File: config.mk
export PLATFORM = sky130hd
export DESIGN_NAME = bit_deposit_unit_flat
export DESIGN_NICKNAME = d
export VERILOG_FILES = /design/src/rtl/bit_deposit_unit_pkg.sv /design/src/rtl/bit_deposit_unit_if.sv /design/src/rtl/bit_deposit_unit.sv /design/src/flat_wrapper.sv
export SDC_FILE = /design/constraint.sdc
export NUM_CORES = 1
export LEC_CHECK = 0
export ABC_AREA = 1
export ABC_CLOCK_PERIOD_IN_PS = 1800
export CAP_MARGIN = 10
export CORE_ASPECT_RATIO = 0.8
export CORE_MARGIN = 5
export CORE_UTILIZATION = 53
export DETAILED_ROUTE_END_ITERATION = 10
export PLACE_DENSITY = 0.91
export SETUP_SLACK_MARGIN = 0.1
export SLEW_MARGIN = 10
export SYNTH_ARGS = -nofsm -noshare
export SYNTH_HDL_FRONTEND = slang
export SYNTH_SLANG_ARGS = --single-unit
File: constraint.sdc
create_clock -name clk -period 1.8 [get_ports clk]
set_input_delay 0.36 -clock clk [delete_from_list [all_inputs] [get_ports clk]]
set_output_delay 0.36 -clock clk [all_outputs]
set_load 0.02 [all_outputs]
File: src/rtl/bit_deposit_unit_pkg.sv
`default_nettype none
// ============================================================================
// bit_deposit_unit_pkg -- shared encodings and defaults for the deposit unit
// Revision: 1.0
// ============================================================================
package bit_deposit_unit_pkg;

   localparam int DEFAULT_WIDTH = 32;
   localparam int DEFAULT_IDXW  = 6;

   typedef enum logic [1:0] {
      S_IDLE = 2'd0,
      S_RUN  = 2'd1,
      S_DONE = 2'd2
   } state_t;

endpackage
`default_nettype wire

File: src/rtl/bit_deposit_unit_if.sv
`default_nettype none
// ============================================================================
// bit_deposit_unit_if -- start/busy/done coprocessor bus for the deposit unit
// Revision: 1.0
// ============================================================================
interface bit_deposit_unit_if
   import bit_deposit_unit_pkg::*;
#(
   parameter int WIDTH = DEFAULT_WIDTH
);
   logic             start;
   logic [WIDTH-1:0] src;
   logic [WIDTH-1:0] mask;
   logic             busy;
   logic             done;
   logic [WIDTH-1:0] result;

   modport master (
      output start, src, mask,
      input  busy, done, result
   );

   modport slave (
      input  start, src, mask,
      output busy, done, result
   );
endinterface
`default_nettype wire

File: src/rtl/bit_deposit_unit.sv
`default_nettype none
// ============================================================================
// bit_deposit_unit -- multi-cycle bit scatter: src LSBs placed at mask 1-bits
// Revision: 1.0
// ============================================================================
module bit_deposit_unit
   import bit_deposit_unit_pkg::*;
#(
   parameter int WIDTH = DEFAULT_WIDTH,
   parameter int IDXW  = DEFAULT_IDXW
) (
   input  wire logic            clk,
   input  wire logic            reset,
   bit_deposit_unit_if.slave    bus
);

   state_t           state;
   logic [WIDTH-1:0] src_q;
   logic [WIDTH-1:0] mask_q;
   logic [WIDTH-1:0] acc;
   logic [IDXW-1:0]  idx;
   logic             busy_q;
   logic             done_q;
   logic [WIDTH-1:0] result_q;

   assign bus.busy   = busy_q;
   assign bus.done   = done_q;
   assign bus.result = result_q;

   always_ff @(posedge clk) begin
      if (reset) begin
         state    <= S_IDLE;
         busy_q   <= 1'b0;
         done_q   <= 1'b0;
         result_q <= '0;
         src_q    <= '0;
         mask_q   <= '0;
         acc      <= '0;
         idx      <= '0;
      end else begin
         case (state)
            // DONE accepts a new start exactly like IDLE, so back-to-back works
            S_IDLE, S_DONE: begin
               done_q <= 1'b0;
               if (bus.start) begin
                  state  <= S_RUN;
                  busy_q <= 1'b1;
                  src_q  <= bus.src;
                  mask_q <= bus.mask;
                  acc    <= '0;
                  idx    <= '0;
               end else begin
                  state  <= S_IDLE;
                  busy_q <= 1'b0;
               end
            end

            S_RUN: begin
               if (mask_q == '0) begin
                  state    <= S_DONE;
                  busy_q   <= 1'b0;
                  done_q   <= 1'b1;
                  result_q <= acc;
               end else begin
                  // acc starts cleared and each idx is visited once, so OR acts as a bit write
                  if (mask_q[0]) begin
                     acc   <= acc | (WIDTH'(src_q[0]) << idx);
                     src_q <= src_q >> 1;
                  end
                  mask_q <= mask_q >> 1;
                  idx    <= idx + IDXW'(1);
               end
            end

            default: begin
               state  <= S_IDLE;
               busy_q <= 1'b0;
               done_q <= 1'b0;
            end
         endcase
      end
   end

endmodule
`default_nettype wire

File: src/flat_wrapper.sv
// flat-port wrapper written by rule: the top's interface ports become plain ports
module bit_deposit_unit_flat import bit_deposit_unit_pkg::*;
#(
   parameter int WIDTH = DEFAULT_WIDTH,
   parameter int IDXW  = DEFAULT_IDXW
)
  (clk, reset, bus_start, bus_src, bus_mask, bus_busy, bus_done, bus_result);
  bit_deposit_unit_if #(.WIDTH(WIDTH)) bus_i ();
  input  wire logic clk;
  input  wire logic reset;
  input wire logic [$bits(bus_i.start)-1:0] bus_start;
  input wire logic [$bits(bus_i.src)-1:0] bus_src;
  input wire logic [$bits(bus_i.mask)-1:0] bus_mask;
  output wire logic [$bits(bus_i.busy)-1:0] bus_busy;
  output wire logic [$bits(bus_i.done)-1:0] bus_done;
  output wire logic [$bits(bus_i.result)-1:0] bus_result;
  assign bus_i.start = bus_start;
  assign bus_i.src = bus_src;
  assign bus_i.mask = bus_mask;
  assign bus_busy = bus_i.busy;
  assign bus_done = bus_i.done;
  assign bus_result = bus_i.result;
  bit_deposit_unit #(.WIDTH(WIDTH), .IDXW(IDXW)) u_core (.clk(clk), .reset(reset), .bus(bus_i));
endmodule
* Word level (Yosys, flattened, before mapping)
Cells that the tools add are included.
** Word-level totals
- Flip-flop bits (word level) :: 138
- Input bits :: 67
- Word-level logic and storage cells :: 46
** Cells by class
- Add/subtract/negate cells :: 1
- Eq/ne operators :: 6
- Shift operators :: 1
- Muxes and demuxes :: 20
- Bitwise operators :: 2
- Reductions and logical operators :: 8
** Operators by type and width (count)
- two-way mux 32 bit :: 8
- one-hot mux 32 bit (2 select lines) :: 3
- zero test 32 bit :: 1
- bitwise OR 32 bit :: 1
- << shifter 1 x 6 -> 32 bit :: 1
- two-way mux 6 bit :: 2
- one-hot mux 6 bit (2 select lines) :: 1
- adder 6 x 1 -> 6 bit, second input constant :: 1
- != test 2 x 1 -> 1 bit, second input constant :: 2
- != test 2 bit, second input constant :: 2
- one-hot mux 2 bit (2 select lines) :: 1
- AND reduction 4 bit :: 1
- OR reduction 2 bit :: 2
- two-way mux 1 bit :: 3
- AND reduction 3 bit :: 1
- equality test 2 x 1 -> 1 bit, second input constant :: 1
- equality test 2 bit, second input constant :: 1
- zero test 2 bit :: 1
- two-way mux 2 bit :: 1
- one-hot mux 1 bit (2 select lines) :: 1
- AND reduction 2 bit :: 1
- nonzero test 2 bit :: 1
- inverter 1 bit :: 1

* Logic depth before layout (Yosys ltp)
- Word-level depth :: 5
- Gate-level depth with buffers :: 10

* Worst setup path before layout
Ideal clock, no wire load.
- Path type :: reg-to-reg
- From :: reg u_core.mask_q[3]
- To :: reg u_core.mask_q[11]
- Setup time :: 0.113 ns
- Arrival :: 1.316 ns
- Data required time :: 1.687 ns
- Setup slack :: 0.371 ns
- Cell stages (with the launch flop) :: 11
- Path buffers :: 2
- Period minus slack after synthesis :: 1.429 ns
- Cells stage by stage :: dfxtp_1 > nor2_1 > nand2_1 > nor2_1 > nand2_1 > o21ai_2 > nand2_2 > buf_6 > buf_6 > nand3_1 > nand2_1
** On the way
- Word-level cells in the longest chain between the ends :: 3
** RTL lines
- start, declared :: line bit_deposit_unit.sv:19 : logic [WIDTH-1:0] mask_q;
- start signal, assigned :: line bit_deposit_unit.sv:49 : mask_q <= bus.mask;
- start signal, assigned :: line bit_deposit_unit.sv:70 : mask_q <= mask_q >> 1;
- zero test 32 bit :: line bit_deposit_unit.sv:59 : if (mask_q == '0) begin
- != test 2 bit (no line)
- AND reduction 3 bit (no line)
No other way between the ends.
A chain may end at the register's enable or synchronous reset.

* Worst setup path after layout
- From :: reg u_core.mask_q[24]
- To :: reg u_core.mask_q[6]
The elaborated chain is that of the path after synthesis.

==> summary.md <==
* register to register — Tightest Hold Check Type
* 17000 um — Total Routed Length
* 2770 sq um — FF+latch area
* 3.49 nW — Leak
* dfxtp_1 — most common flop cell mapped by yosys
* dfxtp_1 — library cell occupying the most area in the post-synthesis netlist
* 0 ns — Fin Setup TNS
* 8100 sq um — area of all placed cells without fillers
* nand2_1 — library cell with the highest instance count after synthesis
* 622 — number of design-rule violations left by the first detailed-router iteration
* 2 — deepest clock path buffer count
* nand2_1 — most numerous cell on the critical path
* 0 — Max Cap Violations
* 757 uV — Max VDD drop
* 11.1% — layout cells sized above 1
* 274 x nand2_1, 138 x dfxtp_1, 91 x o21ai_0, 81 x nand3_1, 70 x a21oi_1 — top cells by count, synth
* 32.8% — met1 Track Usage GR
* u_core.mask_q[6] — Reg2Reg Capture Point
* 8.41 mW — Pwr Total
* 0.454 ns — Hold Worst Slack
* 45.9% — sequential cell area fraction in the yosys report
* 23.2% — all-layer global routing usage
* 0% — share of flip-flops with an asynchronous set or reset
* 66.3% — Slew Limit Headroom
* 0.06 ns — clock-pin slew of the registers on the worst-case setup and hold paths
* simple AND/OR/NAND/NOR gates — Top Family by Delay on Critical Path
* 13600 sq um — Die Outline Area
* register — sort of element at the end of the critical path
* 6269 — number of vias after detailed routing
* met2 — peak-usage layer in the global routing report
* 11 — depth of the most critical reg-to-reg path
* 0 — DRC violation count after routing
* 129 um — horizontal extent of the die
* 0.11 ns — FF-to-FF setup slack
* 0 — number of enable-type register cells in the synthesized netlist
* 138 — Num Clock Sinks
* 4 — H-tree levels
* 863 — Post-Syn Instances
* 45.9% — share of Yosys cell area claimed by the top area cell type
* 931 — syn_nets
* 2.15 ns — required time at the endpoint of the critical path
* nor2_2, nand3_1, nor2_1, nand2_1, o21ai_2, nand2_2, nor2_4, buf_12, buf_12, nand2_1, nand2_1 — cells along the critical path
* u_core.mask_q[23] — Hold Crit Start
* 2.04 ns — signal arrival time at the worst endpoint
* u_core.mask_q[23] — worst hold path endpoint
* 0 — remaining number of nets flagged by the antenna check after routing
* 0 — max-slew violation total from the final report
* 1040 nW/um^2 — ratio of total power to cell area
* 6020 sq um — Synth Cell Area
* 6.97 sq um — Post-Syn Area per Cell
* 100 — # port buffers
* dfxtp_2 — critical path's slowest cell
* 2970 sq um — area used by multi-input combinational logic
* 5.65 — Vias/cell
* 7260 sq um — instance area after placement
* 2 — Crit path buffers/inverters
* register — startpoint type of the worst setup path
* 54.8% — starting density of the core
* 34 — number of core rows
* dfxtp_1 46%, nand2_1 17%, o21ai_0 7.6% — main area contributors after synthesis
* register to register — critical setup path kind
* 35.1% — Global Route met2 Usage
* 15.3 um — routed wire length per instance
* 0.853 — final RePlAce weighted congestion
* clkbuf_16 — buffer cell driving the clock tree root
* 0 — number of hold buffers added after cts
* 0 — initial antenna violation count
* 1109 — number of standard cells in the final layout excluding fillers
* 26200 um — first-pass GRT wire length
* finished, final reports clean — outcome
* 0 — global-route congestion overflow total
* 105 um — die height
* 0.0106 ns — clk_skew
* 10300 um — detailed placement HPWL
* 0 — ant diodes
* 0 — final count of negative-setup-slack endpoints
* 59 — largest net degree at the start of global routing
* 6 — detailed-router iteration count before antenna repair
* done — TritonCTS clock tree
* 0.505 ns — pin slew with the least headroom to its limit
* 6 — biggest fanout along the worst timing path
* 29 — number of distinct library cells after synthesis
* 1067 — total placed cells including tap cells
* 0 — Ys Warns
* yes — setup repair after global routing missed its margin
* 17 — number of buffers inserted during clock tree synthesis
* 591 MHz — achievable frequency
* 11000 sq um — core area
* 34.7% — Area growth, synth to finish
* 0.42 ns — clock latency of the later-clocked register in the worst-skew pair
* 1.69 ns — final critical path time including I/O delays and setup
* 0.33 ns — delay of the slowest cell on the worst path
* 1020 — Final nets
* 94.0% — period utilization
* 6.17% — met3 track utilization from global routing
* 101 — number of top-level pins
* 0 — total count of hold-check failures in the final report
* 5542 — vias in the first global route
* 138 — count of state elements after synthesis
* u_core.mask_q[24] — beginning of the worst register-to-register path
* 2 — Worst Hold Path Cells
* 780 — fillers
-- placed cells by master, fill, tap and decap left out --
cell,netlist,routed
a21oi_1,70,70
a31oi_1,31,31
buf_12,0,15
buf_4,4,14
buf_6,3,4
bufinv_16,0,2
clkbuf_1,29,2
clkbuf_16,0,21
clkbuf_8,0,4
clkdlybuf4s50_1,0,66
clkinv_2,1,2
clkinv_4,0,2
clkinvlp_4,0,2
dfxtp_1,138,132
dfxtp_2,0,6
dlygate4sd2_1,0,34
ha_1,1,1
inv_1,14,14
inv_2,2,2
inv_6,0,1
inv_8,0,1
nand2_1,274,257
nand2_2,1,11
nand2_4,0,7
nand3_1,81,81
nand3b_1,1,1
nand4_1,1,1
nor2_1,63,57
nor2_2,2,7
nor2_4,1,2
nor3_1,9,8
nor3_2,0,1
nor3_4,1,1
nor3b_1,1,1
nor4_1,1,1
o21a_1,1,1
o21ai_0,91,88
o21ai_1,9,12
o21ai_2,1,1
or2_4,0,1
-- what timing repair did --
| action | CTS | global route |
|---|---|---|
| endpoints found under the hold margin | 0 | 0 |
| setup endpoints to repair | 111 | 73 |
| pin swaps | 1 | 5 |
| buffers inserted | 2 | 3 |
| gates resized for setup | 37 | 44 |
| gates cloned | 0 | 5 |
-- how the worst max path moves through the flow --
stage	from	depth (start not counted)	end	slack [ns]
floorplan	u_core.mask_q[3]	10	u_core.mask_q[11]	0.37
global placement	bus_start	7	u_core.src_q[13]	0.008
detailed placement	bus_start	7	u_core.src_q[18]	-0.08
CTS	u_core.state[0]	8	u_core.acc[2]	0.16
global route	u_core.mask_q[24]	11	u_core.mask_q[8]	0.03
finish	u_core.mask_q[24]	11	u_core.mask_q[6]	0.11
-- report_power, final --
part / internal (mW) / total [mW] / switching [mW] / leakage, nW
combinational: 0.608 / 1.38 / 0.768 / 2.07
clock: 2.19 / 3.52 / 1.33 / 0.290
sequential: 3.32 / 3.51 / 0.195 / 1.13
total: 6.11 / 8.41 / 2.29 / 3.49
-- routing by layer --
layer	vias up	part of all wire, %
li1	3064	-
met1	2888	45
met2	283	45
met3	34	7.8
met4	0	1.6
met5	-	0
-- state kept, by name (all words and copies together), names as in the netlist --
name / count
u_core.idx: 6
u_core.bus.done: 1
u_core.mask_q: 32
u_core.acc: 32
u_core.bus.result: 32
u_core.state: 2
u_core.src_q: 32
u_core.bus.busy: 1
-- worst min-delay path: stages (launching register included) --
cell     delay, ns
dfxtp_1       0.31
nand2_2       0.06
nand2_1       0.04
-- cell type report --
| class | instances | area share (%) |
|---|---|---|
| clock buffer | 23 | 6.02 |
| clock inverter | 9 | 1.37 |
| inverter | 17 | 0.880 |
| multi-input combinational | 641 | 36.7 |
| sequential | 138 | 34.2 |
| timing repair buffer | 137 | 18.6 |
| tap | 144 | 2.22 |
-- metrics by stage --
| step | worst slack [ns] | utilization, % |
|---|---|---|
| 2_1_floorplan | 0.371 | - |
| 3_3_place_gp | 0.00759 | 66.1 |
| 3_5_place_dp | -0.0762 | 66.1 |
| 4_1_cts | 0.162 | 71.4 |
| 5_1_grt | 0.0258 | 73.8 |
| 6_report | 0.108 | 73.8 |
-- cell families (layout without fill, tap and decap cells) --
group	after synthesis	count (layout)	synth area share (%)
adders and majority gates	1	1	0.208
and+or+nand+nor	437	437	29.8
buffers and inverters	84	186	6.40
DFF	138	138	45.9
AOI/OAI and AO/OA	203	203	17.6
(Power assumes the default switching activity.)
